### src/rtl/product_accumulator_if.sv
// product_accumulator_if
//   Groups the block-control, product-input and sum-output signals of the
//   product accumulator.
//   master : drives start, prod_valid, product, sum_ready; observes the rest
//   slave  : the accumulator; drives sum, sum_valid, busy, count, overflow, drop
//   N      : upstream multiplier operand width (product is 2*N bits)
//   GUARD  : extra accumulator MSBs (sum is 2*N+GUARD bits)
interface product_accumulator_if #(
  parameter int unsigned N     = 32,
  parameter int unsigned GUARD = 8
);
  localparam int unsigned ACC_W = 2 * N + GUARD;

  logic               start;
  logic               prod_valid;
  logic [2*N-1:0]     product;
  logic               sum_ready;
  logic [ACC_W-1:0]   sum;
  logic               sum_valid;
  logic               busy;
  logic [7:0]         count;
  logic               overflow;
  logic               drop;

  modport master (
    output start, prod_valid, product, sum_ready,
    input  sum, sum_valid, busy, count, overflow, drop
  );

  modport slave (
    input  start, prod_valid, product, sum_ready,
    output sum, sum_valid, busy, count, overflow, drop
  );
endinterface

### src/rtl/product_accumulator.sv
// product_accumulator
//   Sums blocks of COUNT unsigned 2*N-bit products into a 2*N+GUARD-bit
//   accumulator and hands the block sum to a consumer with a valid/ready
//   handshake.
//   clk   : single clock, rising edge
//   reset : asynchronous, active-low
//   bus   : product_accumulator_if.slave
//     start      - begin (or restart) a block
//     prod_valid - one-cycle strobe, product valid
//     product    - unsigned product (2*N bits)
//     sum_ready  - consumer accepts sum
//     sum        - registered sum of the last completed block
//     sum_valid  - sum holds a completed, unacknowledged block
//     busy       - block in progress
//     count      - products accepted in the current block
//     overflow   - sticky carry out of the accumulator in this block
//     drop       - sticky: a product arrived while not accepting
module product_accumulator #(
  parameter int unsigned N     = 32,
  parameter int unsigned COUNT = 8,
  parameter int unsigned GUARD = 8
) (
  input  logic                   clk,
  input  logic                   reset,
  product_accumulator_if.slave   bus
);

  localparam int unsigned ACC_W    = 2 * N + GUARD;
  localparam logic [7:0]  LAST_CNT = 8'(COUNT - 1);

  typedef enum logic [1:0] {
    IDLE,
    ACCUM,
    DONE
  } state_e;

  state_e           state_q, state_d;
  logic [ACC_W-1:0] acc_q, acc_d;
  logic [ACC_W-1:0] sum_q, sum_d;
  logic [7:0]       count_q, count_d;
  logic             ovf_q, ovf_d;
  logic             drop_q, drop_d;

  // One extra bit captures the carry out of the accumulator.
  logic [ACC_W:0]   add_w;
  logic             clr_w;

  always_comb begin
    add_w = {1'b0, acc_q} + {{(GUARD + 1){1'b0}}, bus.product};
  end

  always_comb begin
    state_d = state_q;
    acc_d   = acc_q;
    sum_d   = sum_q;
    count_d = count_q;
    ovf_d   = ovf_q;
    drop_d  = drop_q;
    clr_w   = 1'b0;

    case (state_q)
      IDLE: begin
        if (bus.start) begin
          clr_w   = 1'b1;
          state_d = ACCUM;
        end else if (bus.prod_valid) begin
          drop_d = 1'b1;
        end
      end

      ACCUM: begin
        // A restart discards any product strobed in the same cycle.
        if (bus.start) begin
          clr_w = 1'b1;
        end else if (bus.prod_valid) begin
          acc_d   = add_w[ACC_W-1:0];
          count_d = count_q + 8'd1;
          if (add_w[ACC_W]) begin
            ovf_d = 1'b1;
          end
          if (count_q == LAST_CNT) begin
            sum_d   = add_w[ACC_W-1:0];
            state_d = DONE;
          end
        end
      end

      DONE: begin
        if (bus.prod_valid) begin
          drop_d = 1'b1;
        end
        // start only takes effect together with the handshake, so an
        // unacknowledged block is never overwritten.
        if (bus.sum_ready) begin
          if (bus.start) begin
            clr_w   = 1'b1;
            state_d = ACCUM;
          end else begin
            state_d = IDLE;
          end
        end
      end

      default: begin
        state_d = IDLE;
      end
    endcase

    if (clr_w) begin
      acc_d   = '0;
      count_d = '0;
      ovf_d   = 1'b0;
      drop_d  = 1'b0;
    end
  end

  always_ff @(posedge clk or negedge reset) begin
    if (!reset) begin
      state_q <= IDLE;
      acc_q   <= '0;
      sum_q   <= '0;
      count_q <= '0;
      ovf_q   <= 1'b0;
      drop_q  <= 1'b0;
    end else begin
      state_q <= state_d;
      acc_q   <= acc_d;
      sum_q   <= sum_d;
      count_q <= count_d;
      ovf_q   <= ovf_d;
      drop_q  <= drop_d;
    end
  end

  assign bus.sum       = sum_q;
  assign bus.sum_valid = (state_q == DONE);
  assign bus.busy      = (state_q == ACCUM);
  assign bus.count     = count_q;
  assign bus.overflow  = ovf_q;
  assign bus.drop      = drop_q;

endmodule

### src/flat_wrapper.sv
// flat-port wrapper written by rule: the top's interface ports become plain ports
module product_accumulator_flat 
#(
  parameter int unsigned N     = 32,
  parameter int unsigned COUNT = 8,
  parameter int unsigned GUARD = 8
)
  (clk, reset, bus_start, bus_prod_valid, bus_product, bus_sum_ready, bus_sum, bus_sum_valid, bus_busy, bus_count, bus_overflow, bus_drop);
  product_accumulator_if #(.N(N), .GUARD(GUARD)) bus_i ();
  input  logic clk;
  input  logic reset;
  input wire logic [$bits(bus_i.start)-1:0] bus_start;
  input wire logic [$bits(bus_i.prod_valid)-1:0] bus_prod_valid;
  input wire logic [$bits(bus_i.product)-1:0] bus_product;
  input wire logic [$bits(bus_i.sum_ready)-1:0] bus_sum_ready;
  output wire logic [$bits(bus_i.sum)-1:0] bus_sum;
  output wire logic [$bits(bus_i.sum_valid)-1:0] bus_sum_valid;
  output wire logic [$bits(bus_i.busy)-1:0] bus_busy;
  output wire logic [$bits(bus_i.count)-1:0] bus_count;
  output wire logic [$bits(bus_i.overflow)-1:0] bus_overflow;
  output wire logic [$bits(bus_i.drop)-1:0] bus_drop;
  assign bus_i.start = bus_start;
  assign bus_i.prod_valid = bus_prod_valid;
  assign bus_i.product = bus_product;
  assign bus_i.sum_ready = bus_sum_ready;
  assign bus_sum = bus_i.sum;
  assign bus_sum_valid = bus_i.sum_valid;
  assign bus_busy = bus_i.busy;
  assign bus_count = bus_i.count;
  assign bus_overflow = bus_i.overflow;
  assign bus_drop = bus_i.drop;
  product_accumulator #(.N(N), .COUNT(COUNT), .GUARD(GUARD)) u_core (.clk(clk), .reset(reset), .bus(bus_i));
endmodule
### config.mk
export PLATFORM = sky130hd
export DESIGN_NAME = product_accumulator_flat
export DESIGN_NICKNAME = d
export VERILOG_FILES = /design/src/rtl/product_accumulator_if.sv /design/src/rtl/product_accumulator.sv /design/src/flat_wrapper.sv
export SDC_FILE = /design/constraint.sdc
export NUM_CORES = 1
export LEC_CHECK = 0
export BUFFER_PORTS_ARGS = -buffer_cell sky130_fd_sc_hd__clkbuf_2
export CORE_MARGIN = 2
export CORE_UTILIZATION = 46
export DETAILED_ROUTE_END_ITERATION = 8
export PLACE_DENSITY = 0.66
export SETUP_SLACK_MARGIN = 0.5
export SLEW_MARGIN = 15
export SYNTH_ARGS = -nofsm -noshare
export SYNTH_HDL_FRONTEND = slang
export SYNTH_SLANG_ARGS = --single-unit
### constraint.sdc
create_clock -name clk -period 3.2 [get_ports clk]
set_input_delay 0.48 -clock clk [delete_from_list [all_inputs] [get_ports clk]]
set_output_delay 0.48 -clock clk [all_outputs]
set_load 0.05 [all_outputs]
==> impl_metrics.ini, run 1 <==
[outcome]
status = complete, no violations

[logic_synthesis]
synth.distinct_cells = 81
synth_most_common_cell = nand2_1
ys_seq_elements = 156
synth_top_area_frac = 0.367
async_reset_ff_frac = 1.00
syn_inst = 1223
yosys_warnings = 0
ys_seq_area_frac = 0.367
synthTopCellsByArea = dfrtp_1, ha_1, nand2_1
netlist_area_mm2 = 0.0106
synthTopCellsByCount = nand2_1, dfrtp_1, a21oi_1, o21ai_0, nor2_1
syn_avg_cell_area_um2 = 8.70
synth_area_leader_cell = dfrtp_1
synth_edf_count = 0
yosys_most_used_dff = dfrtp_1
synth_nets = 1358

[sta]
finalHoldViolations = 0
setup_violations = 0
finClkSkew_ps = 13.3
worst_pin_slew_ps = 747
drv_slew = 0
rsz0062_at_grt = true
setup_tns_ps = 0
period_share = 0.946
period_needed_ps = 3030
max_clock_freq_mhz = 330
relSlewSlack = 0.501

[setup_path]
crit_type = flop to flop
path_max_fanout = 4
slowest_stage = dfrtp_2
worstPathArrival_ps = 3370
path_delay_family = compound AO/OA/AOI/OAI gates
cp_cell_sequence = ha_4 -> a21oi_2 -> or3b_4 -> buf_4 -> buf_6 -> nor4b_4 -> o32ai_4 -> o2111ai_4 -> a211o_1 -> and4_4 -> o31ai_2
cp.required_ps = 3540
end_kind = flop
critical_path_buf_inv_count = 2
cpPeakStageDelay_ps = 440
cp-start-kind = flop

[layout]
syn_to_final_growth_pct = 36.3
nFillCells = 1862
layout.area.seq_mm2 = 0.00391
layout-drive-gt1-share = 0.368
multiInputGateArea_mm2 = 0.00752
num-nets-final = 1610
antenna-diode-count = 0
fin_area_mm2 = 0.0145

[power_and_ir_drop]
pwr-share-comb = 0.413
power_switching_mw = 2.81
p_per_area_mw_per_mm2 = 506
p_leak_nw = 6.78
intPower_mw = 4.54
peakVddDrop_mv = 0.342
p_seq_frac = 0.305
power_frac_clock = 0.282
p_sw_frac = 0.382

[die]
design.die.area_mm2 = 0.0244
ios = 153
rows = 55
die-width_um = 156
core_mm2 = 0.0226
initial_core_util = 0.470
die_height_um = 156

[grt]
grt_start_max_net_pins = 95
grt_overflow_total = 0
grt_pass1_wl_um = 55000
grt_pass1_vias = 10462
antenna_found_initial = 0
grt_util_all_layers = 0.284

[cts]
clk_pin_slew_ps = 70
cts_buffer_depth = 2
cts_max_level = 4
clock_sinks = 156
numCtsBuffers = 17
clock-root-buffer = clkbuf_16
tritoncts = built
clk_latency_ps = 440

[min_path]
hp-class = input port to flop

[route]
vias = 10717
drt-vias-per-instance = 6.04
wl_um = 35000
wl_per_cell_um = 19.7
dr.pass1.iters = 5
ant_nets = 0
drtIter0Drc = 1039
route.detailed.drc = 0

[placement]
dp_hpwl_um = 24600
port_buffers = 152
place.gp.congestion = 0.941
place_area_mm2 = 0.0124

[flow_run]
drv_cap = 0
metrics by stage:
stage / instances / total power [mW] / hold WS, ps / util / setup WS, ps
global placement: 1681 / 4.69 / 378 / 0.549 / 36.0
finish: 1773 / 7.34 / 248 / 0.641 / 171
detailed placement: 1681 / 4.72 / 388 / 0.549 / -24.1
floorplan: 1223 / 3.92 / 184 / - / 427
CTS: 1749 / 7.05 / 241 / 0.611 / 282
global route: 1773 / 7.70 / 290 / 0.641 / 81.5
power groups by stage:
stage	clock (mW)	sequential, mW	combinational [mW]
global placement	0	2.26	2.44
CTS	2.10	2.23	2.73
global route	2.18	2.25	3.27
finish	2.07	2.24	3.03
floorplan	0	2.26	1.67
detailed placement	0	2.26	2.46
what timing repair did:
action | 4_1_cts | 5_1_grt
endpoints found under the hold margin | 29 | 0
endpoints found under the setup margin | 80 | 90
resized for setup | 117 | 103
hold buffers | 1 | 0
setup buffers | 35 | 24
pin swaps | 58 | 59
logic make-up (layout without fill, tap and decap cells):
| logic type | count (synthesis) | in the layout | share of synthesized area |
|---|---|---|---|
| adder cells (fa/ha/maj) | 66 | 66 | 0.0783 |
| multiplexers | 24 | 24 | 0.0254 |
| AND/OR/NAND/NOR | 438 | 438 | 0.196 |
| flip-flops | 156 | 156 | 0.367 |
| XOR/XNOR | 55 | 55 | 0.0453 |
| buffers and inverters | 99 | 364 | 0.0408 |
| AO/OA/AOI/OAI | 385 | 385 | 0.247 |
cells in the final DEF, fill, tap and decap left out, drive strengths merged, types with 4 or more instances in the layout:
| cell | instances |
|---|---|
| a211o | 4 |
| a211oi | 4 |
| a21boi | 7 |
| a21o | 15 |
| a21oi | 98 |
| a22o | 44 |
| a22oi | 5 |
| a31o | 10 |
| a31oi | 12 |
| a32o | 6 |
| and2 | 17 |
| and3 | 15 |
| buf | 153 |
| clkbuf | 171 |
| clkinv | 5 |
| dfrtp | 156 |
| ha | 65 |
| inv | 32 |
| mux2 | 24 |
| nand2 | 184 |
| nand2b | 5 |
| nand3 | 39 |
| nand4 | 42 |
| nor2 | 70 |
| nor2b | 8 |
| nor3 | 19 |
| nor4 | 6 |
| o2111ai | 6 |
| o211ai | 14 |
| o21a | 11 |
| o21ai | 80 |
| o21bai | 13 |
| o31ai | 20 |
| or2 | 4 |
| or3 | 16 |
| xnor2 | 29 |
| xor2 | 26 |
layer usage:
metal  track usage  vias up  wire length (um)
met5             0        -                 0
met3        0.0406       66              1930
met4        0.0983        0               867
met2         0.448      416             16000
met1         0.401     5207             16200
li1              -     5028                 -
final cells by class:
class	instances	share of cell area
clock buffers	20	0.0315
inverters	27	0.00699
repair buffers	305	0.140
clock inverters	12	0.00880
flip-flops and latches	156	0.269
multi-input cells	968	0.519
well taps	285	0.0246
flip-flops by register name (all words and copies together) (netlist names):
register	flops
u_core.acc_q	72
u_core.bus.count	8
u_core.bus.sum	72
u_core.state_q	2
u_core.bus.overflow	1
u_core.bus.drop	1
worst paths after layout:
check | depth (start not counted) | slack, ps | start | end
min reg2reg | 2 | 470 | u_core.bus.sum[1] | u_core.bus.sum[1]
min | 2 | 250 | bus_sum_ready | u_core.state_q[1]
max | 11 | 170 | u_core.acc_q[1] | u_core.acc_q[59]
max reg2reg | 11 | 170 | u_core.acc_q[1] | u_core.acc_q[59]
min in group asynchronous | 2 | 480 | reset | u_core.bus.sum[34]
max in group asynchronous | 3 | 1860 | reset | u_core.acc_q[11]
Note: power is estimated with default switching activity, not from simulation.
==> run 2, diff against run 1 <==
--- a/config.mk
+++ b/config.mk
@@ -6,10 +6,10 @@
 export NUM_CORES = 1
 export LEC_CHECK = 0
 export BUFFER_PORTS_ARGS = -buffer_cell sky130_fd_sc_hd__clkbuf_2
-export CORE_MARGIN = 2
+export CORE_MARGIN = 1.5
 export CORE_UTILIZATION = 46
 export DETAILED_ROUTE_END_ITERATION = 8
-export PLACE_DENSITY = 0.66
+export PLACE_DENSITY = 0.69
 export SETUP_SLACK_MARGIN = 0.5
 export SLEW_MARGIN = 15
 export SYNTH_ARGS = -nofsm -noshare
==> constraint.sdc (replaced) <==
create_clock -name clk -period 2.6 [get_ports clk]
set_input_delay 0.39 -clock clk [delete_from_list [all_inputs] [get_ports clk]]
set_output_delay 0.39 -clock clk [all_outputs]
set_load 0.05 [all_outputs]
==> run 2 against run 1 <==
Against the previous run: the run now ends with negative setup slack left; non-clock buffer count increased by 174; sequential share of layout area is 3.7 points lower; first-iteration DRC count shrank 12%; final cell count grew 9.8%; die area fell by 1.3%; flip-flop and latch count unchanged; register-to-register slack worse by 540 ps; worst setup slack got worse by 540 ps; global-route usage rose by 1.7 points; design area up 16%; critical path depth fell by 1; critical endpoint is now u_core.bus.sum[47]; highest routed layer unchanged.
==> impl_metrics.ini, run 2 (synthesized netlist as in run 1, its figures left out) <==
[outcome]
status = complete, but fails checks
violations = negative setup slack

[route]
ant_nets = 0
wl_per_cell_um = 19.9
drtIter0Drc = 911
drt-vias-per-instance = 6.02
dr.pass1.iters = 5
vias = 11718
wl_um = 38700
route.detailed.drc = 0

[cts]
cts_max_level = 4
clock_sinks = 156
clk_latency_ps = 440
tritoncts = built
clock-root-buffer = clkbuf_16
clk_pin_slew_ps = 70
cts_buffer_depth = 2
numCtsBuffers = 17

[power_and_ir_drop]
power_mw = 10.3
intPower_mw = 6.43
p_leak_nw = 7.89
pwr-share-comb = 0.484
p_seq_frac = 0.267
power_frac_clock = 0.249
p_per_area_mw_per_mm2 = 614
peakVddDrop_mv = 0.459
power_switching_mw = 3.91
p_sw_frac = 0.378

[setup_path]
slowest_stage = dfrtp_1
cp-start-kind = flop
path_max_fanout = 4
worstPathArrival_ps = 3300
end_kind = flop
reg2reg_depth = 10
ff2ff_setup_slack_ps = -370
r2r_end = u_core.bus.sum[47]
cp.required_ps = 2930
cpPeakStageDelay_ps = 410
path_common_cell = or3_4
crit_type = flop to flop
path_delay_family = simple AND/OR/NAND/NOR gates
cp_cell_sequence = ha_4 -> nand4_1 -> or3_4 -> or3_4 -> o32ai_4 -> o2111ai_4 -> buf_6 -> and2_4 -> xnor2_4 -> mux2_4
critical_path_buf_inv_count = 1
rr_startpoint = u_core.acc_q[19]

[placement]
dp_hpwl_um = 25500
place.gp.congestion = 0.955
port_buffers = 152
place_area_mm2 = 0.0137

[die]
design.die.area_mm2 = 0.0240
die_height_um = 155
die-width_um = 155
initial_core_util = 0.470
ios = 153
core_mm2 = 0.0226
rows = 55

[sta]
drv_slew = 0
max_clock_freq_mhz = 337
period_share = 1.14
setup_ws_ps = -370
relSlewSlack = 0.554
rsz0062_at_grt = true
worst_pin_slew_ps = 669
setup_violations = 107
finClkSkew_ps = 5.90
finalHoldViolations = 0
period_needed_ps = 2970
setup_tns_ps = -20210

[grt]
grt_pass1_vias = 11267
antenna_found_initial = 0
grt_overflow_total = 0
grt_pass1_wl_um = 57500
grt_util_all_layers = 0.301
grt_start_max_net_pins = 47

[layout]
multiInputGateArea_mm2 = 0.00840
num-nets-final = 1784
layout-drive-gt1-share = 0.493
layout_commonest_cell = buf_4
syn_to_final_growth_pct = 58.3
fin_area_mm2 = 0.0168
nFillCells = 1483
mostFrequentLayoutCells = buf_4, nand2_1, dfrtp_1
layout.area.seq_mm2 = 0.00391
antenna-diode-count = 0

[min_path]
holdPathEnd = u_core.state_q[1]
hp-class = input port to flop
hold_depth = 2
min_from = bus_sum_ready

[flow_run]
drv_cap = 0
run 2: cell types whose count changed in the layout (fill, tap and decap cells not counted), sizes merged:
cell      change
clkinvlp      +1
clkinv        -1
clkbuf        +2
buf         +174
inv           -2
run 2: through the flow:
stage / util / worst slack [ps] / hold slack, ps / std cells
3_3_place_gp: 0.607 / -489 / 335 / 1843
2_1_floorplan: - / -104 / 94.4 / 1223
6_report: 0.744 / -370 / 173 / 1947
3_5_place_dp: 0.607 / -567 / 334 / 1843
4_1_cts: 0.696 / -273 / 173 / 1910
5_1_grt: 0.744 / -426 / 197 / 1947
run 2: worst max-delay path by stage:
stage                           from                 end  slack [ps]  cells past startpoint
floorplan           u_core.acc_q[20]    u_core.acc_q[59]        -100                     10
CTS                  u_core.acc_q[3]  u_core.bus.sum[37]        -270                     10
global route        u_core.acc_q[19]    u_core.acc_q[59]        -430                      9
finish              u_core.acc_q[19]  u_core.bus.sum[47]        -370                     10
global placement      bus_product[1]    u_core.acc_q[61]        -490                     10
detailed placement    bus_product[1]    u_core.acc_q[61]        -570                     10
run 2: timing repair:
action | in CTS | in global routing
setup buffers | 34 | 37
resized for setup | 231 | 151
hold buffers | 1 | 0
pin swaps | 125 | 125
hold endpoints to repair | 36 | 0
endpoints found under the setup margin | 127 | 129
cloned | 0 | 0
run 2: area by class of cell:
class,instances,share of cell area
Clock buffer,22,0.0288
Tap cell,285,0.0212
Clock inverter,10,0.00624
Sequential cell,156,0.232
Inverter,27,0.00602
Timing Repair Buffer,479,0.207
Multi-Input combinational cell,968,0.499
run 2: metal layers:
| metal | GRT usage | part of all wire | vias to the layer above |
|---|---|---|---|
| li1 | - | - | 5338 |
| met1 | 0.398 | 0.43 | 5790 |
| met2 | 0.505 | 0.49 | 484 |
| met3 | 0.0415 | 0.052 | 106 |
| met4 | 0.108 | 0.030 | 0 |
| met5 | 0 | 0 | - |
run 2: power groups by stage:
stage	sequential (mW)	clock, mW	combinational, mW
2_1_floorplan	2.78	0	2.12
3_3_place_gp	2.77	0	3.58
3_5_place_dp	2.78	0	3.62
4_1_cts	2.74	2.57	4.32
5_1_grt	2.77	2.68	5.30
6_report	2.76	2.58	5.00
